<file path="config.mk">
export PLATFORM = sky130hd
export DESIGN_NAME = exec_unit_mc_flat
export DESIGN_NICKNAME = d
export VERILOG_FILES = /design/src/rtl/exec_unit_mc_if.sv /design/src/rtl/exec_unit_mc.sv /design/src/flat_wrapper.sv
export SDC_FILE = /design/constraint.sdc
export NUM_CORES = 1
export LEC_CHECK = 0
export BUFFER_PORTS_ARGS = -buffer_cell sky130_fd_sc_hd__buf_2
export CAP_MARGIN = 15
export CORE_ASPECT_RATIO = 0.75
export CORE_MARGIN = 2
export CORE_UTILIZATION = 50
export CTS_BUF_LIST = sky130_fd_sc_hd__clkbuf_2 sky130_fd_sc_hd__clkbuf_4 sky130_fd_sc_hd__clkbuf_8
export DETAILED_ROUTE_END_ITERATION = 10
export PLACE_DENSITY_LB_ADDON = 0.08
export SLEW_MARGIN = 20
export SYNTH_ARGS = -nofsm -noshare
export SYNTH_HDL_FRONTEND = slang
export SYNTH_SLANG_ARGS = --single-unit
</file>
<file path="constraint.sdc">
create_clock -name clk -period 17 [get_ports clk]
set_clock_uncertainty 0.2 [all_clocks]
set_input_delay 1.7 -clock clk [delete_from_list [all_inputs] [get_ports clk]]
set_output_delay 1.7 -clock clk [all_outputs]
set_load 0.02 [all_outputs]
</file>
<file path="src/rtl/exec_unit_mc_if.sv">
// Handshake and operand/result bus for the multi-cycle execution unit.
interface exec_unit_mc_if #(
    parameter int WIDTH = 16
);
    logic             in_valid;
    logic             in_ready;
    logic [WIDTH-1:0] data1;
    logic [WIDTH-1:0] data2;
    logic [WIDTH-1:0] imm;
    logic [1:0]       sel_b;
    logic             swap;
    logic [2:0]       op;
    logic [2:0]       cond_sel;
    logic             out_valid;
    logic             out_ready;
    logic [WIDTH-1:0] ex_res;
    logic             cond_out;
    logic             busy;

    modport master (
        output in_valid, data1, data2, imm, sel_b, swap, op, cond_sel, out_ready,
        input  in_ready, out_valid, ex_res, cond_out, busy
    );

    modport slave (
        input  in_valid, data1, data2, imm, sel_b, swap, op, cond_sel, out_ready,
        output in_ready, out_valid, ex_res, cond_out, busy
    );
endinterface

</file>
<file path="src/rtl/exec_unit_mc.sv">
// Execution unit: single-cycle ALU ops plus a radix-2 shift-add multiplier,
// with a registered result/condition held under valid/ready backpressure.
module exec_unit_mc #(
    parameter int WIDTH = 16,
    parameter int CNTW  = $clog2(WIDTH) + 1
) (
    input logic           clk,
    input logic           rst,
    exec_unit_mc_if.slave bus
);
    localparam logic [2:0] OpAdd  = 3'd0;
    localparam logic [2:0] OpSub  = 3'd1;
    localparam logic [2:0] OpAnd  = 3'd2;
    localparam logic [2:0] OpOr   = 3'd3;
    localparam logic [2:0] OpXor  = 3'd4;
    localparam logic [2:0] OpSlt  = 3'd5;
    localparam logic [2:0] OpMul  = 3'd6;
    localparam logic [2:0] OpPass = 3'd7;

    localparam logic [2:0] CondZero = 3'd6;

    typedef enum logic [1:0] {StIdle, StMul, StHold} state_t;

    state_t state_q, state_d;

    logic [WIDTH-1:0] ex_res_q;
    logic             cond_out_q;
    logic             out_valid_q;
    logic [WIDTH-1:0] acc_q;
    logic [WIDTH-1:0] mcand_q;
    logic [WIDTH-1:0] mplier_q;
    logic [CNTW-1:0]  cnt_q;
    logic [2:0]       cond_sel_q;
    logic             cond_pre_q;

    logic             in_ready;
    logic             accept;
    logic             mul_last;
    logic [WIDTH-1:0] b_mux;
    logic [WIDTH-1:0] opa;
    logic [WIDTH-1:0] opb;
    logic [WIDTH:0]   sum_add;
    logic [WIDTH:0]   sum_sub;
    logic             ovf;
    logic             lt;
    logic             eq;
    logic             carry;
    logic [WIDTH-1:0] alu_res;
    logic             flag;
    logic [WIDTH-1:0] acc_next;

    assign in_ready      = (state_q == StIdle) && (!out_valid_q || bus.out_ready);
    assign accept        = bus.in_valid && in_ready;
    assign mul_last      = (state_q == StMul) && (cnt_q == CNTW'(WIDTH - 1));
    assign acc_next      = acc_q + (mplier_q[0] ? mcand_q : '0);

    assign bus.in_ready  = in_ready;
    assign bus.busy      = (state_q == StMul);
    assign bus.out_valid = out_valid_q;
    assign bus.ex_res    = ex_res_q;
    assign bus.cond_out  = cond_out_q;

    // Operand muxing, ALU result and condition flags for the presented operation.
    always_comb begin
        b_mux = '0;
        unique case (bus.sel_b)
            2'd0: b_mux = '0;
            2'd1: b_mux = bus.data2;
            2'd2: b_mux = bus.imm;
            2'd3: b_mux = '1;
            default: b_mux = '0;
        endcase
        opa     = bus.swap ? b_mux : bus.data1;
        opb     = bus.swap ? bus.data1 : b_mux;
        sum_add = {1'b0, opa} + {1'b0, opb};
        sum_sub = {1'b0, opa} + {1'b0, ~opb} + {{WIDTH{1'b0}}, 1'b1};
        // Signed overflow of A-B: operand signs differ and result sign differs from A.
        ovf     = (opa[WIDTH-1] != opb[WIDTH-1]) && (sum_sub[WIDTH-1] != opa[WIDTH-1]);
        lt      = sum_sub[WIDTH-1] ^ ovf;
        eq      = (opa == opb);
        carry   = (bus.op == OpAdd) ? sum_add[WIDTH] : sum_sub[WIDTH];

        alu_res = '0;
        unique case (bus.op)
            OpAdd:  alu_res = sum_add[WIDTH-1:0];
            OpSub:  alu_res = sum_sub[WIDTH-1:0];
            OpAnd:  alu_res = opa & opb;
            OpOr:   alu_res = opa | opb;
            OpXor:  alu_res = opa ^ opb;
            OpSlt:  alu_res = {{(WIDTH-1){1'b0}}, lt};
            OpMul:  alu_res = '0;
            OpPass: alu_res = opb;
            default: alu_res = '0;
        endcase

        flag = 1'b0;
        unique case (bus.cond_sel)
            3'd0: flag = 1'b1;
            3'd1: flag = lt;
            3'd2: flag = lt | eq;
            3'd3: flag = !lt;
            3'd4: flag = eq;
            3'd5: flag = !eq;
            3'd6: flag = (alu_res == '0);
            3'd7: flag = carry;
            default: flag = 1'b0;
        endcase
    end

    // FSM next-state: Idle -> Mul on a multiply, Mul -> Hold after the last bit,
    // Hold -> Idle once the consumer takes the product.
    always_comb begin
        state_d = state_q;
        unique case (state_q)
            StIdle: if (accept && bus.op == OpMul) state_d = StMul;
            StMul:  if (mul_last) state_d = StHold;
            StHold: if (bus.out_ready) state_d = StIdle;
            default: state_d = StIdle;
        endcase
    end

    // FSM state register.
    always_ff @(posedge clk) begin
        if (rst) state_q <= StIdle;
        else     state_q <= state_d;
    end

    // Datapath: capture at acceptance, iterate the multiplier, retire on out_ready.
    always_ff @(posedge clk) begin
        if (rst) begin
            ex_res_q    <= '0;
            cond_out_q  <= 1'b0;
            out_valid_q <= 1'b0;
            acc_q       <= '0;
            mcand_q     <= '0;
            mplier_q    <= '0;
            cnt_q       <= '0;
            cond_sel_q  <= '0;
            cond_pre_q  <= 1'b0;
        end else if (accept) begin
            acc_q      <= '0;
            mcand_q    <= opa;
            mplier_q   <= opb;
            cnt_q      <= '0;
            cond_sel_q <= bus.cond_sel;
            cond_pre_q <= flag;
            if (bus.op == OpMul) begin
                out_valid_q <= 1'b0;
            end else begin
                ex_res_q    <= alu_res;
                cond_out_q  <= flag;
                out_valid_q <= 1'b1;
            end
        end else if (state_q == StMul) begin
            acc_q    <= acc_next;
            mcand_q  <= mcand_q << 1;
            mplier_q <= mplier_q >> 1;
            cnt_q    <= cnt_q + CNTW'(1);
            if (mul_last) begin
                ex_res_q    <= acc_next;
                // Zero flag depends on the product; all other flags were fixed at acceptance.
                cond_out_q  <= (cond_sel_q == CondZero) ? (acc_next == '0) : cond_pre_q;
                out_valid_q <= 1'b1;
            end
        end else if (out_valid_q && bus.out_ready) begin
            out_valid_q <= 1'b0;
        end
    end
endmodule

</file>
<file path="src/flat_wrapper.sv">
// flat-port wrapper written by rule: the top's interface ports become plain ports
module exec_unit_mc_flat 
#(
    parameter int WIDTH = 16,
    parameter int CNTW  = $clog2(WIDTH) + 1
)
  (clk, rst, bus_in_valid, bus_data1, bus_data2, bus_imm, bus_sel_b, bus_swap, bus_op, bus_cond_sel, bus_out_ready, bus_in_ready, bus_out_valid, bus_ex_res, bus_cond_out, bus_busy);
  exec_unit_mc_if #(.WIDTH(WIDTH)) bus_i ();
  input logic clk;
  input logic rst;
  input wire logic [$bits(bus_i.in_valid)-1:0] bus_in_valid;
  input wire logic [$bits(bus_i.data1)-1:0] bus_data1;
  input wire logic [$bits(bus_i.data2)-1:0] bus_data2;
  input wire logic [$bits(bus_i.imm)-1:0] bus_imm;
  input wire logic [$bits(bus_i.sel_b)-1:0] bus_sel_b;
  input wire logic [$bits(bus_i.swap)-1:0] bus_swap;
  input wire logic [$bits(bus_i.op)-1:0] bus_op;
  input wire logic [$bits(bus_i.cond_sel)-1:0] bus_cond_sel;
  input wire logic [$bits(bus_i.out_ready)-1:0] bus_out_ready;
  output wire logic [$bits(bus_i.in_ready)-1:0] bus_in_ready;
  output wire logic [$bits(bus_i.out_valid)-1:0] bus_out_valid;
  output wire logic [$bits(bus_i.ex_res)-1:0] bus_ex_res;
  output wire logic [$bits(bus_i.cond_out)-1:0] bus_cond_out;
  output wire logic [$bits(bus_i.busy)-1:0] bus_busy;
  assign bus_i.in_valid = bus_in_valid;
  assign bus_i.data1 = bus_data1;
  assign bus_i.data2 = bus_data2;
  assign bus_i.imm = bus_imm;
  assign bus_i.sel_b = bus_sel_b;
  assign bus_i.swap = bus_swap;
  assign bus_i.op = bus_op;
  assign bus_i.cond_sel = bus_cond_sel;
  assign bus_i.out_ready = bus_out_ready;
  assign bus_in_ready = bus_i.in_ready;
  assign bus_out_valid = bus_i.out_valid;
  assign bus_ex_res = bus_i.ex_res;
  assign bus_cond_out = bus_i.cond_out;
  assign bus_busy = bus_i.busy;
  exec_unit_mc #(.WIDTH(WIDTH), .CNTW(CNTW)) u_core (.clk(clk), .rst(rst), .bus(bus_i));
endmodule
</file>
; ---- Word level (Yosys, flattened, before mapping)
; Index checks and enable logic that the tools add are counted.
[totals]
regBits = 77
[classes]
mux = 29
n_reduce_logical = 23
n_eq_ne = 29
addsub = 5
bitwise_logic = 6
[ops]
columns = op, n
row1 = 16-bit two-way mux, 11
row2 = 16-bit case mux with 8 select lines, 1
row3 = 16-bit case mux with 4 select lines, 1
row4 = 16-bit by 16-bit adder with 17-bit output, 2
row5 = 16-bit logical NOT, 2
row6 = 3-bit == test (second input constant), 9
row7 = 17-bit by 1-bit adder with 17-bit output (second input constant), 1
row8 = 16-bit adder, 1
row9 = 16-bit bitwise AND, 1
row10 = 16-bit == test, 1
row11 = 16-bit NOT, 1
row12 = 16-bit bitwise OR, 1
row13 = 16-bit bitwise XOR, 1
row14 = 3-bit by 2-bit == test with 1-bit output (second input constant), 4
row15 = 1-bit two-way mux, 11
row16 = 1-bit case mux with 8 select lines, 1
row17 = 2-bit == test (second input constant), 3
row18 = 3-bit by 1-bit == test with 1-bit output (second input constant), 2
row19 = 1-bit logical AND, 6
row20 = 3-bit logical NOT, 2
row21 = 2-bit two-way mux, 3
row22 = 2-bit inequality test (second input constant), 3
row23 = 2-bit case mux with 3 select lines, 1
row24 = 3-bit AND reduction, 2
row25 = other kinds (15), 21

; ---- Depth between registers and ports, before layout
; Gate-level depths: netlist of run 1.
[depth]
word_depth = 14
depth_mapped = 26
ltp_nobuf = 22

; ---- Worst setup path before layout of run 1
; Ideal clock, no wire load.
[synth_timing]
kind = input -> register
startpoint = input bus_swap
endpoint = register u_core.cond_out_q (netlist: u_core.bus.cond_out)
arrival_ns = 6.272
setup_time_ns = 0.079
path_stages = 23
required_ns = 16.721
slack_ns = 10.449
cell_sequence = buf_2 -> clkbuf_1 -> buf_2 -> o31ai_1 -> inv_1 -> ha_1 -> buf_4 -> inv_1 -> o31ai_1 -> o21ai_0 -> a21boi_0 -> o21a_1 -> nor2_1 -> fa_1 -> inv_1 -> nor2_1 -> a211oi_1 -> o221ai_1 -> or4_1 -> nor4b_1 -> and4b_1 -> a31oi_1 -> a211oi_2
[synth_via]
elab_chain_cells = 12
[synth_rtl]
columns = element, line
row1 = start: declaration, flat_wrapper.sv:16  ; input wire logic [$bits(bus_i.swap)-1:0] bus_swap;
row2 = 16-bit two-way mux, exec_unit_mc.sv:74  ; opb = bus.swap ? bus.data1 : b_mux;
row3 = 16-bit NOT, exec_unit_mc.sv:76  ; sum_sub = {1'b0, opa} + {1'b0, ~opb} + {{WIDTH{1'b0}}, 1'b1};
row4 = 16-bit by 16-bit adder with 17-bit output, exec_unit_mc.sv:76
row5 = 17-bit by 1-bit adder with 17-bit output, exec_unit_mc.sv:76
row6 = 1-bit inequality test, exec_unit_mc.sv:78  ; ovf = (opa[WIDTH-1] != opb[WIDTH-1]) && (sum_sub[WIDTH-1] != opa[WIDTH-1]);
row7 = 1-bit logical AND, exec_unit_mc.sv:78
row8 = 1-bit bitwise XOR, exec_unit_mc.sv:79  ; lt = sum_sub[WIDTH-1] ^ ovf;
row9 = 16-bit case mux with 8 select lines, exec_unit_mc.sv:84  ; unique case (bus.op)
row10 = 16-bit logical NOT, exec_unit_mc.sv:104  ; 3'd6: flag = (alu_res == '0);
row11 = 1-bit case mux with 8 select lines (*), exec_unit_mc.sv:97  ; unique case (bus.cond_sel)
row12 = 1-bit two-way mux (*), exec_unit_mc.sv:147  ; if (bus.op == OpMul) begin
row13 = 1-bit two-way mux (*), exec_unit_mc.sv:140  ; end else if (accept) begin
row14 = end signal: assignment, exec_unit_mc.sv:151  ; cond_out_q <= flag;
row15 = end signal: assignment, exec_unit_mc.sv:162  ; cond_out_q <= (cond_sel_q == CondZero) ? (acc_next == '0) : cond_pre_q;
row16 = end: declaration, exec_unit_mc.sv:27  ; logic cond_out_q;
; Every way passes the cells marked *; elsewhere a longest branch is shown, timed or not. The select of a mux whose other input is x is not followed.
; A chain may end at the register's enable or synchronous reset.

; ---- Worst setup path in the final report of run 1
; Ends and elaborated chain as after synthesis.

==> results of run 1 <==
power by group through the flow:
stage / sequential [mW] / clock (mW) / combinational (mW)
floorplan: 0.204 / 0 / 0.164
global placement: 0.201 / 0 / 0.231
detailed placement: 0.201 / 0 / 0.230
CTS: 0.197 / 0.150 / 0.231
global route: 0.199 / 0.158 / 0.259
finish: 0.197 / 0.147 / 0.239
cells by family (layout without fill, tap and decap cells):
logic type / count (synthesis) / after routing / synth area share
mux: 4 / 4 / 0.00533
flops: 77 / 77 / 0.205
xor+xnor: 21 / 21 / 0.0245
simple gates: 421 / 421 / 0.261
fa+ha+maj: 69 / 69 / 0.119
compound gates: 330 / 330 / 0.314
buf+inv: 123 / 162 / 0.0716
metal layers:
layer | GRT usage | wire [um] | vias up
li1 | - | - | 3880
met5 | 0 | 10 | -
met2 | 0.447 | 9840 | 425
met1 | 0.477 | 12400 | 3666
met3 | 0.109 | 3260 | 38
met4 | 0.0861 | 515 | 2
synth_stat cells (all sizes together), types with 3 or more instances:
cell type,number
o21a,11
a31oi,11
nand2b,15
o2111ai,3
clkbuf,36
a221oi,35
a2bb2oi,3
a22oi,7
and2b,4
nand3,14
or2,7
dfxtp,77
a311oi,9
o211ai,15
nand4,5
o31a,12
xnor2,13
o31ai,12
nor2,159
nor3,42
o21ai,31
o221ai,7
a2111oi,6
or4,6
o22ai,5
buf,32
nor2b,15
inv,54
nand2,104
o311ai,7
and3,9
xor2,8
ha,65
a211o,6
a211oi,24
or3,7
and2,18
nor4,6
o21bai,3
fa,4
a21o,10
a21oi,93
mux2i,4
worst reg2reg max path, cell delays in order, from the launching register on:
cell and delay, ns:
sky130_fd_sc_hd__dfxtp_1 0.67, sky130_fd_sc_hd__and2_1 0.21, sky130_fd_sc_hd__ha_1 0.20, sky130_fd_sc_hd__inv_1 0.07, sky130_fd_sc_hd__fa_1 0.43, sky130_fd_sc_hd__xnor2_1 0.23, sky130_fd_sc_hd__or4b_2 0.69, sky130_fd_sc_hd__or3_1 0.32
sky130_fd_sc_hd__nor4_1 0.32, sky130_fd_sc_hd__and4b_1 0.28, sky130_fd_sc_hd__a41oi_1 0.15, sky130_fd_sc_hd__a211oi_2 0.24
how the worst max path moves through the flow:
stage,from,endpoint,slack [ns],cells after the start
2_1_floorplan,bus_swap,u_core.bus.cond_out,10.45,23
3_3_place_gp,bus_swap,u_core.bus.cond_out,9.44,21
3_5_place_dp,bus_swap,u_core.bus.cond_out,9.26,21
4_1_cts,bus_swap,u_core.bus.cond_out,9.63,21
5_1_grt,bus_swap,u_core.bus.cond_out,8.81,21
6_report,bus_swap,u_core.bus.cond_out,9.46,21
per-stage QoR:
| stage | util | setup WS (ns) |
|---|---|---|
| floorplan | - | 10.45 |
| global route | 0.557 | 8.81 |
| finish | 0.557 | 9.46 |
| CTS | 0.557 | 9.63 |
| detailed placement | 0.543 | 9.26 |
| global placement | 0.543 | 9.44 |
registers in the layout, indices dropped and copies added (netlist names), 2 cells and up:
name               flops
u_core.acc_q          16
u_core.cnt_q           5
u_core.state_q         2
u_core.mplier_q       16
u_core.mcand_q        16
u_core.cond_sel_q      3
u_core.bus.ex_res     16
cell type report:
cell class | count | area (um2) | area share
Tap cell | 200 | 250 | 0.0308
Sequential cell | 77 | 1540 | 0.189
Clock inverter | 6 | 70.1 | 0.00861
Clock buffer | 10 | 138 | 0.0169
Timing Repair Buffer | 91 | 483 | 0.0594
Inverter | 55 | 206 | 0.0254
Multi-Input combinational cell | 845 | 5450 | 0.669
cells in the final DEF (no fill, tap or decap), types with 6 or more instances in the layout:
cell and n:
sky130_fd_sc_hd__nor2_1 157, sky130_fd_sc_hd__nand2b_1 15, sky130_fd_sc_hd__a311oi_1 8, sky130_fd_sc_hd__buf_4 11
sky130_fd_sc_hd__inv_1 52, sky130_fd_sc_hd__o21a_1 11, sky130_fd_sc_hd__a221oi_1 34, sky130_fd_sc_hd__ha_1 65
sky130_fd_sc_hd__nand3_1 14, sky130_fd_sc_hd__or2_2 6, sky130_fd_sc_hd__o211ai_1 15, sky130_fd_sc_hd__and2_1 18
sky130_fd_sc_hd__a211o_1 6, sky130_fd_sc_hd__dfxtp_1 77, sky130_fd_sc_hd__nor3_1 42, sky130_fd_sc_hd__a211oi_1 21
sky130_fd_sc_hd__nand2_1 103, sky130_fd_sc_hd__o221ai_1 6, sky130_fd_sc_hd__o21ai_0 25, sky130_fd_sc_hd__clkbuf_8 10
sky130_fd_sc_hd__nor2b_1 14, sky130_fd_sc_hd__buf_2 80, sky130_fd_sc_hd__and3_1 8, sky130_fd_sc_hd__o31a_1 11
sky130_fd_sc_hd__a31oi_1 11, sky130_fd_sc_hd__xor2_1 8, sky130_fd_sc_hd__or3_1 7, sky130_fd_sc_hd__a21oi_1 93
sky130_fd_sc_hd__xnor2_1 13, sky130_fd_sc_hd__a22oi_1 7, sky130_fd_sc_hd__o21ai_1 6, sky130_fd_sc_hd__a21o_1 10
sky130_fd_sc_hd__nor4_1 6, sky130_fd_sc_hd__o31ai_1 11
==> results.txt, run 1 <==
- The run finished with clean final reports.
- Top Family by Delay on Critical Path: compound AO/OA/AOI/OAI gates
- Cell types occupying the most area after synthesis: sky130_fd_sc_hd__dfxtp_1 21%, sky130_fd_sc_hd__ha_1 11%, sky130_fd_sc_hd__nor2_1 7.9%
- In this run the remaining antenna-violating nets after routing total 0.
* Final weighted congestion of routability-driven global placement: 0.994
- On the worst path, the slowest cell contributes a delay of 0.72 ns.
- Dividing the detail-routed via count by the number of cells gives 6.24.
- The startpoint identified for the worst hold timing path is u_core.bus.ex_res[4].
- EDFF count, synth: 0
* Post-synthesis instance total: 1045
- Once detailed placement completed, the half-perimeter wirelength came to 20000 um.
- For this run the aggregate overflow at the end of global routing stands at 0.
- Hold Violations, Final: 0
* Relative slew margins: 0.387
- Clock Tree Buf Depth: 2
- Counting cells, the worst reg-to-reg path comes to 11.
* Highest clock frequency the design can meet: 133 MHz
- Critical path data required time: 17.09 ns
- Core Footprint: 14600 um2
- Horizontal die dimension: 146 um
- Crit-path max FO: 35
- The tree is rooted in a sky130_fd_sc_hd__clkbuf_8.
- First-pass GRT wire length: 40500 um
- Setup fix buffers added after clock tree synthesis: 0
- Of the total power, the share spent switching nets is 0.409.
- After detailed routing, the total wire length is 26100 um.
- Pin placement for this block handled 81 I/O pins.
- Count of yosys warnings during synthesis: 0
- For this design, the sink count on the clock tree is 77.
* Aggregate negative setup slack: 0 ns
* Net count of the mapped netlist: 1175
- Buffering stage count on the worst path with inverters included: 4
* Total Routing Usage GR: 0.324
- After layout, the minimum clock period comes to 7.54 ns.
* Synth area leader: sky130_fd_sc_hd__dfxtp_1
- DR vias: 8011
- In this run the core area contains 38 standard-cell rows.
- Initial cell density of the core: 0.515
* Total iterations of the first detailed-routing run: 6
- Type of the worst setup path: in2reg
- Actual slew at the worst max-slew pin: 0.893 ns
* Post-synthesis sequential area ratio: 0.205
- # resized after CTS: 0
- Buffers placed on the I/O ports in this run total 80.
- Setup violations remaining at the end of the flow were counted as 0.
- Number of cells on the worst hold path: 2
* Number of maximum-capacitance violations: 0
- Worst path arrival time: 7.64 ns
- Starting DRC count in detailed routing: 814
- Flip-flop and latch count after synthesis: 77
- The finished cells cover 8140 um2.
* Period Utilization, post-route: 0.444
- The synthesized netlist contains 87 unique library cells.
- For hold timing, the worst endpoint is u_core.bus.ex_res[4].
- Setup repair after global routing left no endpoint under its margin.
- The area growth from synthesis to layout is 8.20%.
- Max VDD drop: 0.0472 mV
- DIE HEIGHT: 110 um
- Worst reg-to-reg setup slack: 12.91 ns
- Number of cells in the design after placement: 1268
- STA classifies the critical path startpoint as an input pin.
- For this run, design rule violations remaining after detail routing come to 0.
* CTS Hold Bufs: 0
- Buffers inserted during clock tree synthesis total 9.
* Pwr Total: 0.584 mW
- Fraction of final layout cells with drive strength greater than 1: 0.125
- The number of antenna violations at the first check in global routing came to 1.
* Number of global-route vias before repair: 7130
- Antenna fix cells: 0
* Dpl cell area: 7920 um2
* Post-synthesis average cell area: 7.19 um2
- Switching power: 0.239 mW
- The H-tree was split into 3 levels.
* Pin count of the biggest net entering global routing: 60
- Counting stages on the worst path, the most repeated cell is sky130_fd_sc_hd__inv_1.
- The count of cells in the finished layout, fillers not included, comes to 1284.
- Critical R2R Capture: u_core.bus.cond_out
- After the last flow step, the layout net total stands at 1209.
* Average detailed-routed wire length per instance: 20.3 um
* Kind of end point of the critical path: flip-flop
* Final Max Tran Viols: 0
- Worst-path clk slew: 0.09 ns
* Top flip-flop cell by instance count after synthesis: sky130_fd_sc_hd__dfxtp_1
- Share of synthesized flip-flops with an asynchronous set or reset: 0
- Total standard cell area after synthesis: 7520 um2
- TritonCTS built the clock tree.
- Class of the worst hold path: reg2reg
* Combinational fraction of design power: 0.410
- Cell internal power was estimated by the tool at 0.345 mW.
- Share of the synthesized area in the top cell type: 0.205
* Leakage dissipation: 3.39 nW
- Number of inserted filler cells in the final layout: 1464
- In this run the power density over the cells is 71.7 nW/um2.
- Slowest stage cell on the critical path: sky130_fd_sc_hd__o31ai_1
* Cell-by-cell trace of the critical path: buf_2 -> inv_1 -> a21oi_1 -> inv_1 -> ha_1 -> a21oi_1 -> o31ai_1 -> o21ai_0 -> a21boi_0 -> o21a_1 -> nor2_1 -> fa_1 -> inv_1 -> nor2_1 -> a211oi_1 -> o221ai_1 -> or4_1 -> nor4b_1 -> and4b_1 -> a31oi_1 -> a211oi_2
- The worst register-to-register path begins at u_core.mplier_q[0].
- Part of the total power dissipated in sequential elements: 0.338
- Clock latency on the worst-skew pair: 0.37 ns
- Overall die area: 16000 um2
- Clock network fraction of design power: 0.252
- Hold is met by 0.250 ns.
Note: power is estimated with default switching activity, not from simulation.
==> run 2, diff against run 1 <==
Clock period 17 ns to 6.6 ns, I/O delays scaled along.
==> results.txt, run 2 (synthesis results as in run 1) <==
- The run finished with clean final reports.
* Crit-path max FO: 22
- IR analysis of the VDD net gives a maximum drop of 0.101 mV.
* Fin crit period: 5.91 ns
- Antenna fix cells: 0
- Final-stage net count: 1222
- After the flow finishes, the layout carries non-filler instances totaling 1297.
- Relative slew margins: 0.299
- The finished cells cover 8260 um2.
- The initial utilization of the core area, before any placement, comes to 0.515.
- The routed layout has 8220 vias.
- Fin worst setup slack: 0.692 ns
- After detailed routing, the number of vias per cell comes to 6.34.
- Worst Setup Start Kind: input pin
* Critical R2R Capture: u_core.bus.cond_out
* First-pass GRT wire length: 42400 um
- Detailed-placement wirelength estimate: 21100 um
- Clock latency on the worst-skew pair: 0.37 ns
- Overall die area: 16000 um2
- Across all hold checks on the routed design, the worst slack comes to 0.260 ns.
- In this run the power density over the cells is 190 nW/um2.
* Most frequent cells in the layout: 157 x sky130_fd_sc_hd__nor2_1, 103 x sky130_fd_sc_hd__nand2_1, 93 x sky130_fd_sc_hd__a21oi_1
* Number of cells in the design after placement: 1281
- Library cell used as clock root buffer: sky130_fd_sc_hd__clkbuf_8
- Final weighted congestion of routability-driven global placement: 0.997
- Setup fix buffers added after clock tree synthesis: 0
- Leakage dissipation: 3.46 nW
- Critical R2R Launch: u_core.mplier_q[0]
- The via count of the first global-routing pass is 7503.
- The count of pins over their slew limit is 0.
- Total of endpoints with negative setup slack in the final report: 0
- In this run the standard cell core region covers 14600 um2.
* Kind of end point of the critical path: flip-flop
* Aggregate negative setup slack: 0 ns
* Origin of the worst setup path: bus_swap
- Overall overflow remaining after global route: 0
- Most common library cell in the layout ignoring fill and taps: sky130_fd_sc_hd__nor2_1
- Worst-path clk slew: 0.08 ns
* Number of cells on the worst reg-to-reg path: 11
- Fraction of final layout cells with drive strength greater than 1: 0.136
- Number of cells on the worst hold path: 2
- The pre-antenna-repair detailed-routing pass consisted of 5 iterations.
- Once detail routing completed, the nets flagged for antenna violations numbered 0.
- Min-Delay Endpoint: u_core.cond_sel_q[0]
- TritonCTS built the clock tree.
- Of the available clock period, the critical path in the final layout requires 0.895.
- Data arrives at the worst endpoint at 6.01 ns.
- Type of the worst setup path: in2reg
- In this run the core area contains 38 standard-cell rows.
* Number of buffers created by CTS: 9
- Total wire length after detailed routing: 27400 um
* Critical path data required time: 6.70 ns
- Hold Violations, Final: 0
- Pre-CTS WS: 0.514 ns
- Measured along the y axis, the die boundary spans 110 um.
- The min-delay analysis places its worst path in the category reg2reg.
- Number of maximum-capacitance violations: 0
- Worst reg-to-reg setup slack: 2.61 ns
- Actual slew at the worst max-slew pin: 1.05 ns
- Average detailed-routed wire length per instance: 21.1 um
- Clock Tree Buf Depth: 2
* # port buffers: 80
* Highest clock frequency the design can meet: 169 MHz
* Antenna violations before repair: 1
- Number of placed I/O pins: 81
* Total Routing Usage GR: 0.343
- Clock H-tree levels: 3
* Horizontal die dimension: 146 um
- # resized after CTS: 0
* Startpoint of the most critical hold path: u_core.cond_sel_q[0]
* Number of sinks driven by the clock tree: 77
- Compared with the post-synthesis result, the final layout area differs by 9.85%.
- After detailed routing, the number of remaining DRC violations is 0.
- Entering global routing, the biggest net connects 60 pins.
- The first routing iteration left 874 violations.
* CTS Hold Bufs: 0
- Setup repair after global routing left no endpoint under its margin.
- Dpl cell area: 8020 um2
-- run 2: cell types whose count changed in the layout (fill, tap and decap cells not counted), sizes merged --
cell    change
buf        +13
inv         -2
clkbuf      +1
bufinv      +1
-- run 2: report_power, final --
part	total (mW)	internal (mW)	switching [mW]
combinational	0.639	0.220	0.419
clock	0.419	0.234	0.185
sequential	0.508	0.491	0.0177
total	1.57	0.945	0.622
-- run 2: routing by layer --
metal  vias up  GRT usage  wire, um
li1       3903          -         -
met1      3816      0.494     12900
met2       450      0.474     10300
met3        47      0.124      3500
met4         4     0.0966       612
met5         -     0.0250        65
-- run 2: how the worst max path moves through the flow --
stage	to	slack [ns]	cells after the start
3_5_place_dp	u_core.bus.cond_out	0.51	23
5_1_grt	u_core.bus.cond_out	0.29	23
3_3_place_gp	u_core.bus.cond_out	0.69	23
4_1_cts	u_core.bus.cond_out	0.88	23
2_1_floorplan	u_core.bus.cond_out	1.09	23
6_report	u_core.bus.cond_out	0.69	23
-- run 2: cell type report --
class,instances,area (um2)
fillers,1454,6340
multi-input cells,845,5450
flip-flops and latches,77,1540
repair buffers,104,581
well taps,200,250
inverters,55,206
clock buffers,11,151
clock inverters,5,82.6
-- run 2: worst max-delay path: stages --
cell                       delay (ns)
sky130_fd_sc_hd__buf_2           0.20
sky130_fd_sc_hd__inv_1           0.54
sky130_fd_sc_hd__nor3_1          0.13
sky130_fd_sc_hd__a21oi_1         0.26
sky130_fd_sc_hd__inv_1           0.18
sky130_fd_sc_hd__ha_1            0.43
sky130_fd_sc_hd__nor2b_1         0.20
sky130_fd_sc_hd__o211ai_1        0.17
sky130_fd_sc_hd__a21oi_1         0.35
sky130_fd_sc_hd__o21ai_0         0.22
sky130_fd_sc_hd__a21boi_0        0.21
sky130_fd_sc_hd__o21a_1          0.13
sky130_fd_sc_hd__nor2_1          0.04
sky130_fd_sc_hd__fa_1            0.40
sky130_fd_sc_hd__inv_1           0.10
sky130_fd_sc_hd__nor2_1          0.05
sky130_fd_sc_hd__a211oi_1        0.27
sky130_fd_sc_hd__o221ai_1        0.17
sky130_fd_sc_hd__or4_1           0.41
sky130_fd_sc_hd__nor4b_1         0.33
sky130_fd_sc_hd__and4b_1         0.24
sky130_fd_sc_hd__a31oi_1         0.12
sky130_fd_sc_hd__a211oi_2        0.19
-- run 2: stage by stage --
step	utilization	total power, mW
2_1_floorplan	-	0.947
3_3_place_gp	0.549	1.14
3_5_place_dp	0.549	1.13
4_1_cts	0.565	1.55
5_1_grt	0.566	1.65
6_report	0.566	1.57
==> run 3, diff against run 2 <==
Settings changed: RECOVER_POWER from default to 50.
Clock period 6.6 ns to 4.8 ns, I/O delays scaled along.
==> results.txt, run 3 (synthesis results as in run 1) <==
- In this run the worst path has a maximum fanout of 19.
- Among the stages of the critical path, the cell type that occurs most often is sky130_fd_sc_hd__nor2_1.
* Horizontal die dimension: 146 um
- Clock Tree Buf Depth: 2
* Result of the run: finished, violations left
- The count of nets left with antenna violations once routing finished came out at 0.
- Kind of end point of the critical path: flip-flop
- Total Routing Usage GR: 0.325
- Number of cells in the design after placement: 1371
- Of the total power, the share spent switching nets is 0.405.
- The clock reaches the later pin of the worst-skew pair after 0.38 ns.
- Of the total power, registers draw 0.326.
* Initial cell density of the core: 0.515
- CTS tree: yes
* Pwr Total: 2.14 mW
- The worst setup path is launched from an input pin.
* Overall die area: 16000 um2
- Once routing completed, OpenROAD measured the worst setup slack at 0.246 ns.
- At the pin with the least slew margin, the transition time is 1.93 ns.
- Counting the buffers created by CTS gives 9.
- Final weighted congestion of routability-driven global placement: 1.01
* Clock network fraction of design power: 0.208
- First-pass GRT wire length: 40800 um
- Overall overflow remaining after global route: 0
* Total iterations of the first detailed-routing run: 8
- Pre-CTS WS: -0.141 ns
- Summing all placed instances gives a cell area of 8780 um2.
- Final standard cell count with taps included and fillers excluded: 1388
- In this run, the number of DRC markers left after iteration 0 of detailed routing was 1025.
- Switching power: 0.867 mW
- Across the run, the number of max-cap violations was 1.
* Combinational fraction of design power: 0.466
- Fraction of final layout cells with drive strength greater than 1: 0.198
- The via count of the first global-routing pass is 7529.
- Period Utilization, post-route: 0.949
- After the last flow step, the layout net total stands at 1313.
- The tree built by TritonCTS fans out to 77 sinks.
- STA puts the critical path data arrival time at 4.66 ns.
- Buffers inserted to repair hold after CTS numbered 0.
- Clock H-tree levels: 3
- In this run the critical register-to-register path is launched from u_core.mplier_q[0].
- Critical path data required time: 4.90 ns
- Summing all non-filler instances in the final layout gives an area of 8970 um2.
* Worst reg-to-reg setup slack: 0.78 ns
* Top Family by Delay on Critical Path: compound AO/OA/AOI/OAI gates
- Critical R2R Capture: u_core.bus.cond_out
- In the final timing run, aggregate negative setup slack is 0 ns.
- Number of placement rows: 38
* Pin count of the biggest net entering global routing: 59
* Cell-by-cell trace of the critical path: buf_2 -> buf_12 -> a21oi_2 -> nor2_1 -> mux2i_1 -> inv_1 -> ha_1 -> nand4_1 -> o21bai_1 -> a21oi_2 -> o21ai_2 -> a21boi_1 -> o21a_1 -> nor2_1 -> fa_2 -> inv_1 -> nor2_1 -> a211oi_2 -> o221ai_1 -> or4_1 -> nor4b_2 -> and4b_1 -> a31oi_1 -> a211oi_2
- Max VDD drop: 0.129 mV
* Detailed-placement wirelength estimate: 20600 um
* Relative slew margins: -0.286
- Subtracting the final worst setup slack from the clock period gives 4.55 ns.
- For this block, the routed nets add up to 25900 um of wire.
- Class of the worst hold path: in2reg
- Antenna fix cells: 0
* DRC: 0
* DIE HEIGHT: 110 um
* Number of cells on the worst reg-to-reg path: 11
* Antenna violations before repair: 0
* Worst-path clk slew: 0.08 ns
* Critical Path End: u_core.bus.cond_out
- Critical path depth in cells: 24
* Buffering stage count on the worst path with inverters included: 4
- Maximum cell stage delay along the critical path: 0.44 ns
- # port buffers: 80
- Timing would allow up to 220 MHz.
- The setup path with the least slack is of type in2reg.
- Violations in the final reports: max-capacitance violations, max-slew violations
- After detailed routing, the number of vias per cell comes to 6.07.
- Most frequent cells in the layout: 156 x sky130_fd_sc_hd__nor2_1, 111 x sky130_fd_sc_hd__buf_4, 103 x sky130_fd_sc_hd__nand2_1
* Hold Violations, Final: 0
- Cell internal power was estimated by the tool at 1.27 mW.
- For this design the top-level I/O count stands at 81.
- Power per Cell Area: 239 nW/um2
- DR vias: 8427
- Layout-stage area growth over the synthesis result: 19.3%
- The count of pins over their slew limit came to 44.
* Total of endpoints with negative setup slack in the final report: 0
- Leakage dissipation: 3.82 nW
- Slowest stage cell on the critical path: sky130_fd_sc_hd__or4_1
* Origin of the worst setup path: bus_sel_b[1]
- The library cell used most frequently in the layout, excluding fill and tap cells, is sky130_fd_sc_hd__nor2_1.
* Library cell used as clock root buffer: sky130_fd_sc_hd__clkbuf_8
- Core Footprint: 14600 um2
- After detailed routing, the average wire length per cell comes to 18.7 um.
run 3: cell types whose count changed in the layout (fill, tap and decap cells not counted), sizes merged:
cell and delta:
clkbuf +19, buf +71, clkinvlp +2, inv +1, bufinv -2
run 3: worst min path at each step:
stage / start / endpoint / slack (ns) / cells past startpoint
2_1_floorplan: u_core.cond_sel_q[0] / u_core.cond_sel_q[0] / 0.23 / 2
3_3_place_gp: u_core.bus.ex_res[4] / u_core.bus.ex_res[4] / 0.24 / 2
3_5_place_dp: u_core.bus.ex_res[4] / u_core.bus.ex_res[4] / 0.24 / 2
4_1_cts: bus_cond_sel[2] / u_core.cond_sel_q[2] / 0.19 / 3
5_1_grt: bus_cond_sel[0] / u_core.cond_sel_q[0] / 0.21 / 3
6_report: bus_cond_sel[2] / u_core.cond_sel_q[2] / 0.20 / 3
run 3: cell type report:
cell class	count	area, um2
clock buffer	10	131
timing repair buffer	195	1270
tap	200	250
inverter	55	206
clock inverter	6	38.8
fill	1409	5630
sequential	77	1540
multi-input combinational	845	5530
run 3: repair_timing:
action,4_1_cts,5_1_grt
setup buffers,0,1
gates resized for setup,0,6
endpoints found under the setup margin,0,2
run 3: metrics by stage:
stage / hold slack [ns] / util
after floorplan: 0.231 / -
after detailed placement: 0.243 / 0.601
after global placement: 0.239 / 0.601
after CTS: 0.193 / 0.613
final: 0.201 / 0.614
after global routing: 0.209 / 0.614
run 3: per-layer routing:
metal,share of wire,vias up,global-route usage
met1,0.48,3833,0.485
met2,0.38,448,0.458
met4,0.024,0,0.0882
met3,0.11,41,0.0815
met5,0,-,0
li1,-,4105,-
run 3: power by group through the flow:
| stage | sequential [mW] | clock, mW | combinational, mW |
|---|---|---|---|
| 2_1_floorplan | 0.722 | 0 | 0.591 |
| 3_3_place_gp | 0.712 | 0 | 0.962 |
| 3_5_place_dp | 0.712 | 0 | 0.966 |
| 4_1_cts | 0.697 | 0.451 | 0.971 |
| 5_1_grt | 0.703 | 0.478 | 1.08 |
| 6_report | 0.698 | 0.445 | 0.999 |
run 3: tightest hold or removal path, delay by kind of cell:
kind / cells / cell delay, ns
AO/OA/AOI/OAI: 1 / 0.05
AND/OR/NAND/NOR: 1 / 0.06
buffers and inverters: 1 / 0.14
